**src/rtl/rvlab_clk_pkg.sv**
```systemverilog
// MMCM reconfiguration types, DRP register map and preset tables.
// Table rows are read-modify-write entries: mask bit 1 keeps the old bit.
package rvlab_clk_pkg;

  localparam int MMCM_NUM_CFG  = 2;
  localparam int MMCM_NUM_REGS = 8;

  localparam logic [6:0] DRP_CLKOUT0_R1 = 7'h08;
  localparam logic [6:0] DRP_CLKOUT0_R2 = 7'h09;
  localparam logic [6:0] DRP_CLKOUT1_R1 = 7'h0A;
  localparam logic [6:0] DRP_CLKOUT1_R2 = 7'h0B;
  localparam logic [6:0] DRP_CLKFBOUT   = 7'h14;
  localparam logic [6:0] DRP_DIVCLK     = 7'h16;
  localparam logic [6:0] DRP_LOCK1      = 7'h18;
  localparam logic [6:0] DRP_FILT1      = 7'h4E;

  typedef struct packed {
    logic [6:0]  addr;
    logic [15:0] mask;
    logic [15:0] data;
  } drp_entry_t;

  // VCO 1000 MHz: cfg0 CLKOUT0 /20 = 50 MHz, cfg1 /40 = 25 MHz;
  // CLKOUT1 /5 = 200 MHz in both.
  localparam drp_entry_t MMCM_CFG_TABLE
    [MMCM_NUM_CFG][MMCM_NUM_REGS] = '{
    '{
      '{DRP_CLKOUT0_R1, 16'h1000, 16'h028A},
      '{DRP_CLKOUT0_R2, 16'hFC00, 16'h0000},
      '{DRP_CLKOUT1_R1, 16'h1000, 16'h0083},
      '{DRP_CLKOUT1_R2, 16'hFC00, 16'h0080},
      '{DRP_CLKFBOUT,   16'h1000, 16'h0145},
      '{DRP_DIVCLK,     16'hC000, 16'h1041},
      '{DRP_LOCK1,      16'hFC00, 16'h03E8},
      '{DRP_FILT1,      16'h66FF, 16'h0800}
    },
    '{
      '{DRP_CLKOUT0_R1, 16'h1000, 16'h0514},
      '{DRP_CLKOUT0_R2, 16'hFC00, 16'h0000},
      '{DRP_CLKOUT1_R1, 16'h1000, 16'h0083},
      '{DRP_CLKOUT1_R2, 16'hFC00, 16'h0080},
      '{DRP_CLKFBOUT,   16'h1000, 16'h0145},
      '{DRP_DIVCLK,     16'hC000, 16'h1041},
      '{DRP_LOCK1,      16'hFC00, 16'h03E8},
      '{DRP_FILT1,      16'h66FF, 16'h0800}
    }
  };

  typedef enum logic [3:0] {
    ST_IDLE,
    ST_RD_REQ,
    ST_RD_WAIT,
    ST_WR_REQ,
    ST_WR_WAIT,
    ST_NEXT,
    ST_WAIT_LOCK,
    ST_DONE,
    ST_FAIL
  } rcfg_state_e;

  function automatic logic [15:0] drp_merge(
    input logic [15:0] rd,
    input drp_entry_t  e
  );
    return (rd & e.mask) | e.data;
  endfunction

endpackage

```
**src/rtl/rvlab_lock_monitor.sv**
```systemverilog
// LOCKED synchroniser with stability counter and lock timeout.
// Everything is held cleared while en_i is low.
module rvlab_lock_monitor
  import rvlab_clk_pkg::*;
#(
  parameter int LOCK_STABLE  = 16,
  parameter int LOCK_TIMEOUT = 100000
) (
  input  logic clk_i,
  input  logic rst_ni,
  input  logic en_i,
  input  logic locked_i,
  output logic lock_ok_o,
  output logic lock_timeout_o
);

  localparam int SW = $clog2(LOCK_STABLE + 1);
  localparam int TW = $clog2(LOCK_TIMEOUT + 1);

  logic [1:0]    sync_q, sync_d;
  logic [SW-1:0] stab_q, stab_d;
  logic [TW-1:0] tmr_q, tmr_d;

  // Next-state for synchroniser, stability run and timeout timer.
  always_comb begin
    sync_d = 2'b00;
    stab_d = '0;
    tmr_d  = '0;
    if (en_i) begin
      sync_d = {sync_q[0], locked_i};
      if (sync_q[1] && stab_q != SW'(LOCK_STABLE))
        stab_d = stab_q + 1'b1;
      else if (sync_q[1])
        stab_d = stab_q;
      if (tmr_q != TW'(LOCK_TIMEOUT))
        tmr_d = tmr_q + 1'b1;
      else
        tmr_d = tmr_q;
    end
  end

  // Monitor state registers.
  always_ff @(posedge clk_i or negedge rst_ni) begin
    if (!rst_ni) begin
      sync_q <= 2'b00;
      stab_q <= '0;
      tmr_q  <= '0;
    end else begin
      sync_q <= sync_d;
      stab_q <= stab_d;
      tmr_q  <= tmr_d;
    end
  end

  assign lock_ok_o = en_i && sync_q[1] &&
                     stab_q == SW'(LOCK_STABLE - 1);
  assign lock_timeout_o = en_i &&
                          tmr_q == TW'(LOCK_TIMEOUT - 1);

endmodule

```
**src/rtl/rvlab_mmcm_reconfig_ctrl.sv**
```systemverilog
// MMCM DRP reconfiguration sequencer: holds the MMCM in reset,
// rewrites one preset table by read-modify-write, then waits for lock.
module rvlab_mmcm_reconfig_ctrl
  import rvlab_clk_pkg::*;
#(
  parameter int NUM_CFG      = MMCM_NUM_CFG,
  parameter int NUM_REGS     = MMCM_NUM_REGS,
  parameter int DRP_TIMEOUT  = 64,
  parameter int LOCK_STABLE  = 16,
  parameter int LOCK_TIMEOUT = 100000,
  parameter int SEL_W = (NUM_CFG > 1) ? $clog2(NUM_CFG) : 1
) (
  input  logic             clk_i,
  input  logic             rst_ni,
  input  logic             start_i,
  input  logic [SEL_W-1:0] cfg_sel_i,
  output logic             busy_o,
  output logic             done_o,
  output logic             err_o,
  output logic             mmcm_rst_o,
  output logic             drp_den_o,
  output logic             drp_dwe_o,
  output logic [6:0]       drp_daddr_o,
  output logic [15:0]      drp_di_o,
  input  logic [15:0]      drp_do_i,
  input  logic             drp_drdy_i,
  input  logic             mmcm_locked_i
);

  localparam int CW  = (NUM_CFG > 1) ? $clog2(NUM_CFG) : 1;
  localparam int IW  = (NUM_REGS > 1) ? $clog2(NUM_REGS) : 1;
  localparam int DCW = $clog2(DRP_TIMEOUT + 1);
  localparam logic [31:0] NUM_CFG_U = NUM_CFG;

  rcfg_state_e    state_q, state_d;
  logic [CW-1:0]  cfg_q, cfg_d;
  logic [IW-1:0]  idx_q, idx_d;
  logic [DCW-1:0] dcnt_q, dcnt_d;
  logic [15:0]    wdata_q, wdata_d;
  logic           err_q, err_d;
  logic           mmcm_rst_q, mmcm_rst_d;
  logic           den, dwe;
  logic           lock_ok, lock_to;
  drp_entry_t     entry;

  assign entry = MMCM_CFG_TABLE[cfg_q][idx_q];

  rvlab_lock_monitor #(
    .LOCK_STABLE (LOCK_STABLE),
    .LOCK_TIMEOUT(LOCK_TIMEOUT)
  ) u_lock (
    .clk_i         (clk_i),
    .rst_ni        (rst_ni),
    .en_i          (state_q == ST_WAIT_LOCK),
    .locked_i      (mmcm_locked_i),
    .lock_ok_o     (lock_ok),
    .lock_timeout_o(lock_to)
  );

  // Sequencer next-state and DRP strobes.
  always_comb begin
    state_d = state_q;
    cfg_d   = cfg_q;
    idx_d   = idx_q;
    dcnt_d  = dcnt_q;
    wdata_d = wdata_q;
    err_d   = err_q;
    den     = 1'b0;
    dwe     = 1'b0;
    unique case (state_q)
      ST_IDLE: begin
        if (start_i) begin
          cfg_d = cfg_sel_i[CW-1:0];
          err_d = 1'b0;
          idx_d = '0;
          if (32'(cfg_sel_i) >= NUM_CFG_U)
            state_d = ST_FAIL;
          else
            state_d = ST_RD_REQ;
        end
      end
      ST_RD_REQ: begin
        den     = 1'b1;
        dcnt_d  = DCW'(1);
        state_d = ST_RD_WAIT;
      end
      ST_RD_WAIT: begin
        if (drp_drdy_i) begin
          wdata_d = drp_merge(drp_do_i, entry);
          state_d = ST_WR_REQ;
        end else if (dcnt_q == DCW'(DRP_TIMEOUT - 1)) begin
          state_d = ST_FAIL;
        end else begin
          dcnt_d = dcnt_q + 1'b1;
        end
      end
      ST_WR_REQ: begin
        den     = 1'b1;
        dwe     = 1'b1;
        dcnt_d  = DCW'(1);
        state_d = ST_WR_WAIT;
      end
      ST_WR_WAIT: begin
        if (drp_drdy_i)
          state_d = ST_NEXT;
        else if (dcnt_q == DCW'(DRP_TIMEOUT - 1))
          state_d = ST_FAIL;
        else
          dcnt_d = dcnt_q + 1'b1;
      end
      ST_NEXT: begin
        if (idx_q == IW'(NUM_REGS - 1)) begin
          state_d = ST_WAIT_LOCK;
        end else begin
          idx_d   = idx_q + 1'b1;
          state_d = ST_RD_REQ;
        end
      end
      ST_WAIT_LOCK: begin
        if (lock_ok)
          state_d = ST_DONE;
        else if (lock_to)
          state_d = ST_FAIL;
      end
      ST_DONE: state_d = ST_IDLE;
      ST_FAIL: state_d = ST_IDLE;
      default: state_d = ST_IDLE;
    endcase
    if (state_d == ST_FAIL)
      err_d = 1'b1;
    mmcm_rst_d = state_d inside {ST_RD_REQ, ST_RD_WAIT,
                                 ST_WR_REQ, ST_WR_WAIT,
                                 ST_NEXT};
  end

  // Sequencer registers; reset aborts any sequence in flight.
  always_ff @(posedge clk_i or negedge rst_ni) begin
    if (!rst_ni) begin
      state_q    <= ST_IDLE;
      cfg_q      <= '0;
      idx_q      <= '0;
      dcnt_q     <= '0;
      wdata_q    <= '0;
      err_q      <= 1'b0;
      mmcm_rst_q <= 1'b0;
    end else begin
      state_q    <= state_d;
      cfg_q      <= cfg_d;
      idx_q      <= idx_d;
      dcnt_q     <= dcnt_d;
      wdata_q    <= wdata_d;
      err_q      <= err_d;
      mmcm_rst_q <= mmcm_rst_d;
    end
  end

  assign busy_o      = !(state_q inside {ST_IDLE, ST_FAIL});
  assign done_o      = state_q == ST_DONE;
  assign err_o       = err_q;
  assign mmcm_rst_o  = mmcm_rst_q;
  assign drp_den_o   = den;
  assign drp_dwe_o   = dwe;
  assign drp_daddr_o = den ? entry.addr : 7'h00;
  assign drp_di_o    = dwe ? wdata_q : 16'h0000;

endmodule

```
**config.mk**
```make
export PLATFORM = sky130hd
export DESIGN_NAME = rvlab_mmcm_reconfig_ctrl
export DESIGN_NICKNAME = d
export VERILOG_FILES = /design/src/rtl/rvlab_clk_pkg.sv /design/src/rtl/rvlab_lock_monitor.sv /design/src/rtl/rvlab_mmcm_reconfig_ctrl.sv
export SDC_FILE = /design/constraint.sdc
export NUM_CORES = 1
export LEC_CHECK = 0
export CAP_MARGIN = 25
export CORE_MARGIN = 5
export CORE_UTILIZATION = 54
export DETAILED_ROUTE_END_ITERATION = 7
export PLACE_DENSITY_LB_ADDON = 0.08
export REMOVE_ABC_BUFFERS = 1
export SKIP_CTS_REPAIR_TIMING = 1
export SLEW_MARGIN = 20
export SYNTH_ARGS = -nofsm -noshare
export SYNTH_HDL_FRONTEND = slang
export SYNTH_SLANG_ARGS = --single-unit
export TNS_END_PERCENT = 5
```
**constraint.sdc**
```tcl
create_clock -name clk_i -period 2.3 [get_ports clk_i]
set_clock_uncertainty 0.2 [all_clocks]
set_input_delay 0.575 -clock clk_i [delete_from_list [all_inputs] [get_ports clk_i]]
set_output_delay 0.575 -clock clk_i [all_outputs]
set_load 0.01 [all_outputs]
```
## Word-level counts from Yosys, hierarchy flattened

Index checks and enable logic that the tools add are counted.
Widths: inputs -> output; s select.

- Register bits after elaboration: 57
- Input bits: 22
- Output and inout bits: 29
- Word-level logic and storage cells: 98

- Add/subtract/negate cells: 4
- Order comparisons: 2
- Equality and inequality tests: 26
- Muxes and demuxes: 33
- Bitwise logic cells: 4
- Reduce and logical (&&, ||, !) cells: 19

Operator list:

| operator | count |
|---|---|
| $mux 312 | 2 |
| $mux 284 | 1 |
| $bmux 39 s3 | 1 |
| $mux 39 | 2 |
| $mux 17 | 2 |
| $pmux 4 s7 | 1 |
| $eq 4x3->1 const B | 6 |
| $mux 4 | 6 |
| $mux 7 | 3 |
| $add 17x1->17 const B | 1 |
| $eq 17x17->1 const B | 1 |
| $ne 17x17->1 const B | 1 |
| $and 16x16->16 | 1 |
| $eq 4x2->1 const B | 4 |
| $mux 16 | 1 |
| $or 16x16->16 | 1 |
| $mux 5 | 3 |
| $pmux 7 s2 | 1 |
| $ne 2x2->1 const B | 5 |
| $reduce_bool 2->1 | 5 |
| $mux 3 | 3 |
| $eq 4x1->1 const B | 2 |
| $eq 4x4->1 const B | 2 |
| $add 7x1->7 const B | 1 |
| other kinds (21) | 32 |

## Depth between registers and ports, before layout

- Depth in word-level cells: 9
- Depth in mapped cells: 8
- Depth with buffers taken out: 8

## Cells and area by module

From an unflattened synthesis, not the netlist that was laid out.

- Cells, all modules: 350
- Area, all modules: 3183.1 um^2

Modules (own cells, without submodules):

| module | instances | cells an instance | area each (um^2) |
|---|---|---|---|
| rvlab_mmcm_reconfig_ctrl | 1 | 220 | 1924.3 |
| rvlab_lock_monitor | 1 | 130 | 1258.7 |

## Worst setup path before layout

Ideal clock, no wire load.

- Path type: reg-to-output
- Start point: reg state_q[3]
- End point: out drp_di_o[10]
- Arrival time: 1457 ps
- Required time: 1525 ps
- Setup slack: 68 ps
- Stages on the path, launching flop included: 7
- Cell sequence: dfrtp_1 buf_6 nor2_4 and3_1 clkbuf_1 clkbuf_1 and2_1

- Longest elaborated chain between the ends: 3

Ends and longest elaborated chain:

| what | line | source |
|---|---|---|
| from (decl) | rvlab_mmcm_reconfig_ctrl.sv:35 | `rcfg_state_e state_q, state_d;` |
| from (signal assigned) | rvlab_mmcm_reconfig_ctrl.sv:147 | `state_q <= state_d;` |
| $eq 4x2->1 | rvlab_mmcm_reconfig_ctrl.sv:70 | `unique case (state_q)` |
| $mux 1 | rvlab_mmcm_reconfig_ctrl.sv:70 |  |
| net drp_dwe_o | rvlab_mmcm_reconfig_ctrl.sv:22 | `output logic drp_dwe_o,` |
| $mux 16 | rvlab_mmcm_reconfig_ctrl.sv:164 | `assign drp_di_o = dwe ? wdata_q : 16'h0000;` |
| to (decl) | rvlab_mmcm_reconfig_ctrl.sv:24 | `output logic [15:0] drp_di_o,` |

The timed path passes the listed nets, and every way through them passes these cells.

## Worst setup path in the final report

- Start point: reg idx_q[0]
- End point: out drp_daddr_o[6]

- Longest elaborated chain between the ends: 5

Ends and longest elaborated chain:

| what | line | source |
|---|---|---|
| from (decl) | rvlab_mmcm_reconfig_ctrl.sv:37 | `logic [IW-1:0] idx_q, idx_d;` |
| from (signal assigned) | rvlab_mmcm_reconfig_ctrl.sv:149 | `idx_q <= idx_d;` |
| $not 3->4 (not written as such) | rvlab_mmcm_reconfig_ctrl.sv:46 | `assign entry = MMCM_CFG_TABLE[cfg_q][idx_q];` |
| $bmux 39 s3 | rvlab_mmcm_reconfig_ctrl.sv:46 |  |
| $mux 39 (not written as such) (2 in a row) | rvlab_mmcm_reconfig_ctrl.sv:46 |  |
| $mux 7 | rvlab_mmcm_reconfig_ctrl.sv:163 | `assign drp_daddr_o = den ? entry.addr : 7'h00;` |
| to (decl) | rvlab_mmcm_reconfig_ctrl.sv:23 | `output logic [6:0] drp_daddr_o,` |

Every way passes these cells. The select of a mux whose other input is x is not followed.

==> impl_metrics.csv <==
group,metric,value,unit
worst_setup_path,slowest_delay,0.41,ns
timing,period_share,0.973,
timing,finalSetupViolations,0,
timing,grt_setup_unrepaired,"yes",
timing,tightest_slew,0.515,ns
worst_setup_path,crit_slowest_cell,"dfrtp_1",
timing,slew_viol_final,0,
pwr,power_leakage,1.89,nW
yosys,synth_top_area_cell,"dfrtp_1",
grt,use_met1,0.262,
worst_setup_path,cp_top_family,"flip-flops",
place,hpwl,5320,um
grt,grtUsageMet2,0.346,
place,portBuffers,48,
route,drt-pass1-iter-count,4,
die,die_area,7540,um2
yosys,synth_edf_count,0,
worst_setup_path,setup.worst_path.start_class,"register",
timing,relSlewSlack,0.656,
final_layout,instances_no_fill,515,
grt,antenna_found_initial,0,
final_layout,antennaDiodeCount,0,
worst_setup_path,critical_path.endpoint_type,"output port",
die,die_w,86.8,um
die,core,5820,um2
worst_setup_path,arrival,1.46,ns
yosys,seq_area_frac_synth,0.448,
final_layout,area_delta_synth_final,28.9,%
cts,cts_buffers,9,
route,finalWirelength,7380,um
run_status,status,"finished, final reports clean",
yosys,ys.flop_type,"dfrtp_1",
die,ioPinCount,51,
grt,met3_usage,0.0380,
grt,grt_pass1_vias,2722,
worst_setup_path,worst-setup-path-type,"register to output port",
place,placed_cells,499,
yosys,synth.distinct_cells,50,
place,gp_congestion,0.867,
die,die_y,86.8,um
route,drc_errors,0,
worst_setup_path,cp_data_required_time,1.52,ns
yosys,synth_area_leaders,"dfrtp_1 45%, nor2_1 5.3%, nand2_1 4.8%, ha_1 4.7%, and2_1 3.7%",
pwr,irDropWorstVdd,0.000439,V
yosys,ys_seq_elements,57,
timing,max_freq,447,MHz
route,num_vias,2810,
final_layout,final_layout_size_suffix_gt1_frac,0.173,
yosys,synth_top_cell_area_share,0.448,
job,max_cap_viol_count,0,
worst_setup_path,path_max_fanout,4,
cts,cts_tree,"done",
timing,hold_viol,0,
grt,grt_max_degree,30,
timing,holdWs,0.266,ns
timing,period_needed,2.24,ns
route,via_per_inst,5.46,
yosys,ys_async_sr_fraction,1.00,
cts,insertion_delay,0.33,ns
worst_hold_path,hold_class,"register to register",
die,rows,28,
yosys,yosysWarningCount,0,
route,drtAntennaViolNets,0,
grt,busiest_layer,"met2",
pwr,total_power,0.00381,W
yosys,synthCells,359,
final_layout,nets,470,
route,initialDrtViolationCount,113,
yosys,syn_area_per_cell,8.87,um2
grt,grt_pass1_wl,12400,um
cts,ctsRootBufferMaster,"clkbuf_8",
worst_setup_path,cp_num_buf_inv,1,
grt,grt_use_total,0.208,
worst_setup_path,crit_chain,"ha_2 -> ha_1 -> and3_1 -> dlymetal6s2s_1",
cts,clk_pin_slew,0.06,ns
route,wl_per_cell,14.3,um
yosys,synth_area,3190,um2
cts,cts.path.max_buffers,2,
cts,cts_sinks,57,
pwr,p_per_area,928,nW/um2
cts,htree_levels,3,
grt,gr-total-overflow,0,
die,initial_core_util,0.548,
==> through the flow <==
step	instance area [um2]	setup TNS [ns]	setup WS, ns	utilization
floorplan	3110	0	0.229	-
global placement	3950	-0.176	-0.0498	0.679
detailed placement	3950	-0.520	-0.160	0.679
CTS	4140	-8.46	-0.397	0.712
global route	4110	-0.133	-0.0331	0.706
finish	4110	0	0.0610	0.706
==> cell usage after synthesis, types with 2 or more instances <==
library cell	count
nand4b_1	2
o22ai_1	2
a31oi_1	4
and3_1	7
and2_1	19
or3_1	9
a21oi_1	19
o21a_1	2
o21ai_1	9
or4_1	2
buf_2	2
inv_1	17
nor4_1	4
clkbuf_1	7
mux2i_1	4
xnor2_1	9
buf_6	2
dfrtp_1	57
nand4_1	3
o211ai_1	3
xor2_1	6
nand3_1	19
nand2_1	41
nor3_1	6
o21ai_0	12
nor2_1	45
nand2b_1	7
ha_1	12
nor2b_1	3
nand4bb_1	2
a221oi_1	3
buf_4	2
==> worst reg2reg max path: stages (launching register included) <==
cell and delay (ns):
dfrtp_1 0.41, ha_2 0.21, ha_1 0.18, buf_4 0.20, or3_1 0.46, and2_1 0.20, nand2_1 0.07, o21ai_1 0.06
==> final timing paths <==
check / start / depth (start not counted) / slack [ns] / to
max: idx_q[0] / 4 / 0.06 / drp_daddr_o[6]
min: wdata_q[14] / 2 / 0.27 / wdata_q[14]
max reg2reg: idx_q[0] / 7 / 0.21 / idx_q[0]
min reg2reg: wdata_q[14] / 2 / 0.27 / wdata_q[14]
max in group asynchronous: rst_ni / 3 / 0.84 / wdata_q[13]
min in group asynchronous: rst_ni / 2 / 0.51 / dcnt_q[2]
==> final cells by class <==
type | instances | area, um2
clock buffer | 12 | 155
clock inverter | 3 | 40.0
timing repair buffer | 80 | 686
fill | 486 | 1710
sequential | 57 | 1430
multi-input combinational | 270 | 1640
tap | 75 | 93.8
inverter | 18 | 67.6
==> report_power, final <==
group	leakage, nW	switching [W]	total (W)	internal (W)
logic	1.04	0.000785	0.00150	0.000717
clock network	0.102	0.000379	0.000929	0.000550
registers	0.752	0.000151	0.00138	0.00123
==> layer usage <==
metal  up-vias  share of wire
met5         -              0
met2        67           0.49
li1       1383              -
met3         8          0.051
met1      1352           0.45
met4         0          0.011
==> state kept, by name, summed over array words and instances, names as in the netlist <==
| register | cells |
|---|---|
| u_lock.stab_q | 5 |
| dcnt_q | 7 |
| u_lock.sync_q | 2 |
| cfg_q | 1 |
| wdata_q | 16 |
| idx_q | 3 |
| err_o | 1 |
| u_lock.tmr_q | 17 |
| state_q | 4 |
| mmcm_rst_o | 1 |
==> kinds of logic (layout without fill, tap and decap cells) <==
group                    count (synthesis)  in the layout  share of synthesized area
AND/OR/NAND/NOR                        176            176                      0.285
adder cells (fa/ha/maj)                 12             12                     0.0471
AO/OA/AOI/OAI                           60             60                      0.111
flip-flops                              57             57                      0.448
buffers and inverters                   32            113                     0.0456
XOR/XNOR                                16             16                     0.0463
other                                    1              1                    0.00118
multiplexers                             5              5                     0.0161
==> placed cells by master (no fill, tap or decap), types with 8 or more instances in the layout <==
cell             synthesis  final
dfrtp_1                 57     57
nor2_1                  45     44
nand2_1                 41     41
buf_4                    2     28
clkdlybuf4s50_1          0     21
and2_1                  19     19
nand3_1                 19     19
a21oi_1                 19     19
inv_1                   17     17
clkbuf_2                 0     15
o21ai_0                 12     12
ha_1                    12     11
clkbuf_8                 0     11
o21ai_1                  9      9
or3_1                    9      9
xnor2_1                  9      9
dlymetal6s2s_1           0      8
No activity file was read; power rests on OpenSTA's default activity.
==> RTL edit 1, RTL diff (same settings) <==
`wdata_q` no longer has a reset.
--- a/src/rtl/rvlab_mmcm_reconfig_ctrl.sv
+++ b/src/rtl/rvlab_mmcm_reconfig_ctrl.sv
@@ -140,7 +140,6 @@
       cfg_q      <= '0;
       idx_q      <= '0;
       dcnt_q     <= '0;
-      wdata_q    <= '0;
       err_q      <= 1'b0;
       mmcm_rst_q <= 1'b0;
     end else begin
@@ -148,10 +147,13 @@
       cfg_q      <= cfg_d;
       idx_q      <= idx_d;
       dcnt_q     <= dcnt_d;
-      wdata_q    <= wdata_d;
       err_q      <= err_d;
       mmcm_rst_q <= mmcm_rst_d;
     end
+  end
+
+  always_ff @(posedge clk_i) begin
+    wdata_q <= wdata_d;
   end
 
   assign busy_o      = !(state_q inside {ST_IDLE, ST_FAIL});
Formal check against the unedited RTL: no difference found for any inputs over 10 cycles, from zero or initial values and one cycle with rst_ni low; that may be too few to reach the edited logic, so the function may still have changed.
==> RTL edit 1 against the original RTL <==
  * Combinational power decreased by 5%
  * Die area shrank 0.66%
  * Setup slack worse by 0.0089 ns
  * Area after synthesis is 0.75% lower
  * Hold slack got worse by 0.17 ns
  * Sequential cell count is the same
  * Design area shrank 1.2%
  * Clock power increased by 7.5%
  * Sequential share of layout area grew 2.4 points
  * Power down 1.9%
  * Wire length rose by 0.68%
  * Sequential power fell by 5%
  * Count of clock-buffer cells in the layout stayed put
  * Largest cell class unchanged
==> RTL edit 1: results <==
export IMPL_status="finished, final reports clean"
export IMPL_p_comb_w=0.00143
export IMPL_grt_max_degree=42
export IMPL_nFillCells=444
export IMPL_cpPeakStageDelay_ns=0.39
export IMPL_setup_worst_path_start="state_q[2]$_DFF_PN0_"
export IMPL_dp_cells=466
export IMPL_drive_above_1_share=0.195
export IMPL_p_int_w=0.00247
export IMPL_p_total_w=0.00374
export IMPL_synthTopCellsByCount="dfrtp_1 (41), nand2_1 (38), nor2_1 (31)"
export IMPL_fin_crit_sh=0.977
export IMPL_syn_to_final_growth_pct=28.3
export IMPL_dr_first_iter_drc_count=210
export IMPL_dpl_hpwl_um=5390
export IMPL_dpl_worst_slack_ns=-0.130
export IMPL_netlist_instances=331
export IMPL_track_usage=0.222
export IMPL_grt_pass1_wl_um=12900
export IMPL_min_delay_path_class="in -> async"
export IMPL_seq_cell_count=57
export IMPL_leakagePower_nw=1.94
export IMPL_multi_input_gates=240
export IMPL_buf_share=0.160
export IMPL_whs_ns=0.0929
export IMPL_wl_um=7430
export IMPL_n_all_inverters=16
export IMPL_clock_cell_area_share=0.0531
export IMPL_ys_async_sr_fraction=0.719
-- RTL edit 1: cell types whose count changed after synthesis, moves of 4 or more --
cell / unedited run / this run
and3_1: 7 / 23
dfrtp_1: 57 / 41
edfxtp_1: 0 / 16
and2_1: 19 / 4
nor2_1: 45 / 31
a21oi_1: 19 / 9
o21ai_1: 9 / 0
or3_1: 9 / 3
a21boi_0: 0 / 4
a41o_1: 0 / 4
-- RTL edit 1: layer usage --
| layer | track usage | part of all wire |
|---|---|---|
| met1 | 0.304 | 0.48 |
| met2 | 0.341 | 0.47 |
| met3 | 0.0428 | 0.038 |
| met4 | 0.101 | 0.017 |
| met5 | 0 | 0 |
-- RTL edit 1: cells by family after synthesis --
family,Yosys count,share of synthesized area
and+or+nand+nor,156,0.259
DFF,57,0.476
AOI/OAI and AO/OA,51,0.111
buffers and inverters,34,0.0459
adders and majority gates,12,0.0475
xor gates and xnor gates,12,0.0332
muxes,8,0.0257
other,1,0.00119
==> RTL edit 2, RTL diff (config.mk and constraints unchanged) <==
Made on the original files. `LOCK_TIMEOUT` is set to 100000 in 2 places; all go to 50000.
--- a/src/rtl/rvlab_lock_monitor.sv
+++ b/src/rtl/rvlab_lock_monitor.sv
@@ -4,7 +4,7 @@
   import rvlab_clk_pkg::*;
 #(
   parameter int LOCK_STABLE  = 16,
-  parameter int LOCK_TIMEOUT = 100000
+  parameter int LOCK_TIMEOUT = 50000
 ) (
   input  logic clk_i,
   input  logic rst_ni,
--- a/src/rtl/rvlab_mmcm_reconfig_ctrl.sv
+++ b/src/rtl/rvlab_mmcm_reconfig_ctrl.sv
@@ -7,7 +7,7 @@
   parameter int NUM_REGS     = MMCM_NUM_REGS,
   parameter int DRP_TIMEOUT  = 64,
   parameter int LOCK_STABLE  = 16,
-  parameter int LOCK_TIMEOUT = 100000,
+  parameter int LOCK_TIMEOUT = 50000,
   parameter int SEL_W = (NUM_CFG > 1) ? $clog2(NUM_CFG) : 1
 ) (
   input  logic             clk_i,
Behaviour: same outputs for any inputs over 10 cycles, from zero or initial values and one cycle with rst_ni low; that may be too few to reach the edited logic, so the function may still have changed.
==> RTL edit 2 against the original RTL <==
  * Sequential cell count shrank 1
  * Synthesized cell count shrank 5.3%
  * Wire length grew 0.37%
  * Setup slack lost 0.010 ns
  * Area after synthesis shrank 3.7%
  * Power shrank 12%
  * Critical path depth is the same
  * Design area shrank 6.0%
  * Die area shrank 3.2%
  * Critical path type unchanged
  * Critical endpoint unchanged
==> RTL edit 2: results <==
export IMPL_cpPeakStageDelay_ns=0.45
export IMPL_final_antenna_net_count=0
export IMPL_dpl_worst_slack_ns=-0.0550
export IMPL_nNetsFinal=448
export IMPL_p_int_w=0.00210
export IMPL_netlist_instances=340
export IMPL_ys_async_sr_fraction=1.00
export IMPL_dp_cells=478
export IMPL_clk_path_buf_depth=2
export IMPL_min_delay_path_class="in -> async"
export IMPL_yosysSeqAreaShare=0.457
export IMPL_nFillCells=458
export IMPL_insertion_delay_ns=0.31
export IMPL_gp_congestion=0.908
export IMPL_track_usage=0.209
export IMPL_synthTopCellsByCount="dfrtp_1 (56), nor2_1 (45), nand2_1 (34)"
export IMPL_synth_distinct_cells=47
export IMPL_synth_edf_count=0
export IMPL_reg2reg_depth=7
export IMPL_cts_clk_slew_worst_paths_ns=0.10
export IMPL_dpl_hpwl_um=5430
export IMPL_antennaDiodeCount=0
export IMPL_io_buffer_count=48
export IMPL_status="finished, final reports clean"
export IMPL_placed_cell_area_mm2=0.00383
export IMPL_antenna_found_initial=0
export IMPL_cp_top_family="flip-flops"
export IMPL_synth_top_cells_by_area="dfrtp_1 (46%), nor2_1 (5.5%), ha_1 (4.9%)"
export IMPL_path_max_fanout=5
export IMPL_synth_top_flop_cell="dfrtp_1"
export IMPL_dr_first_iter_drc_count=130
export IMPL_slowest_stage="dfrtp_2"
export IMPL_ys_warn_count=0
export IMPL_drt_first_pass_iters=4
export IMPL_root_buffer="clkbuf_8"
export IMPL_htreeDepth=2
export IMPL_wl_per_cell_um=15.2
export IMPL_drive_above_1_share=0.169
export IMPL_reg_top3="u_lock.tmr_q x16, wdata_q x16, dcnt_q x7"
export IMPL_leakagePower_nw=1.86
export IMPL_grt_max_degree=57
export IMPL_vdd_drop_max_mv=0.550
export IMPL_vias=2658
export IMPL_instances_no_fill=486
export IMPL_critPathArrivalTime_ns=1.47
export IMPL_cts_made_buffers=5
export IMPL_grt_pass1_wl_um=12400
-- RTL edit 2: per-stage QoR --
step                      power, W  hold WS (ns)
after floorplan            0.00211        0.0794
after global placement     0.00283         0.235
after detailed placement   0.00287         0.243
after CTS                  0.00341        0.0572
after global routing       0.00361        0.0552
final                      0.00336        0.0414
-- RTL edit 2: kinds of logic (layout without fill, tap and decap cells) --
| group | Yosys count | count (layout) | share of synthesized area |
|---|---|---|---|
| AOI/OAI and AO/OA | 52 | 52 | 0.105 |
| xor gates and xnor gates | 16 | 16 | 0.0457 |
| adders and majority gates | 12 | 12 | 0.0489 |
| buffers and inverters | 33 | 107 | 0.0444 |
| DFF | 56 | 56 | 0.457 |
| muxes | 8 | 8 | 0.0265 |
| other | 1 | 1 | 0.00122 |
| and+or+nand+nor | 162 | 162 | 0.272 |
-- RTL edit 2: path summary, 6_finish.rpt --
path,start,slack (ns),end
max,idx_q[1]$_DFFE_PN0P_,0.05,drp_daddr_o[6]
max reg2reg,idx_q[1]$_DFFE_PN0P_,0.20,mmcm_rst_o$_DFF_PN0_
min,rst_ni,0.04,u_lock.tmr_q[11]$_DFFE_PN0P_
min in group clk_i,u_lock.sync_q[0]$_DFF_PN0_,0.27,u_lock.sync_q[1]$_DFF_PN0_
max in group asynchronous,rst_ni,1.58,idx_q[1]$_DFFE_PN0P_
min reg2reg,u_lock.sync_q[0]$_DFF_PN0_,0.27,u_lock.sync_q[1]$_DFF_PN0_
-- RTL edit 2: cell type report --
class / count / area, um2 / area share
multi-input combinational: 251 / 1550 / 0.401
sequential: 56 / 1400 / 0.363
timing repair buffer: 80 / 663 / 0.172
tap: 72 / 90.1 / 0.0233
inverter: 20 / 75.1 / 0.0195
clock buffer: 5 / 68.8 / 0.0178
clock inverter: 2 / 12.5 / 0.00324
-- RTL edit 2: power by group through the flow --
stage          sequential [W]  clock [W]  combinational, W
5_1_grt               0.00142   0.000584           0.00161
4_1_cts               0.00138   0.000544           0.00148
2_1_floorplan         0.00140          0          0.000711
3_3_place_gp          0.00139          0           0.00144
3_5_place_dp          0.00140          0           0.00148
6_report              0.00139   0.000530           0.00144
-- RTL edit 2: worst register-to-register path: stages, from the launching register on --
cell and delay [ns]:
dfrtp_2 0.45, ha_2 0.19, ha_1 0.19, buf_4 0.19, and3b_1 0.22, o211ai_1 0.12
o221a_1 0.17, a311oi_1 0.29
-- RTL edit 2: routing by layer --
| layer | part of all wire | wire (um) | up-vias | global-route usage |
|---|---|---|---|---|
| li1 | - | - | 1328 | - |
| met5 | 0 | 0 | - | 0 |
| met1 | 0.45 | 3350 | 1253 | 0.273 |
| met3 | 0.045 | 335 | 11 | 0.0427 |
| met2 | 0.49 | 3620 | 66 | 0.353 |
| met4 | 0.015 | 108 | 0 | 0.0561 |
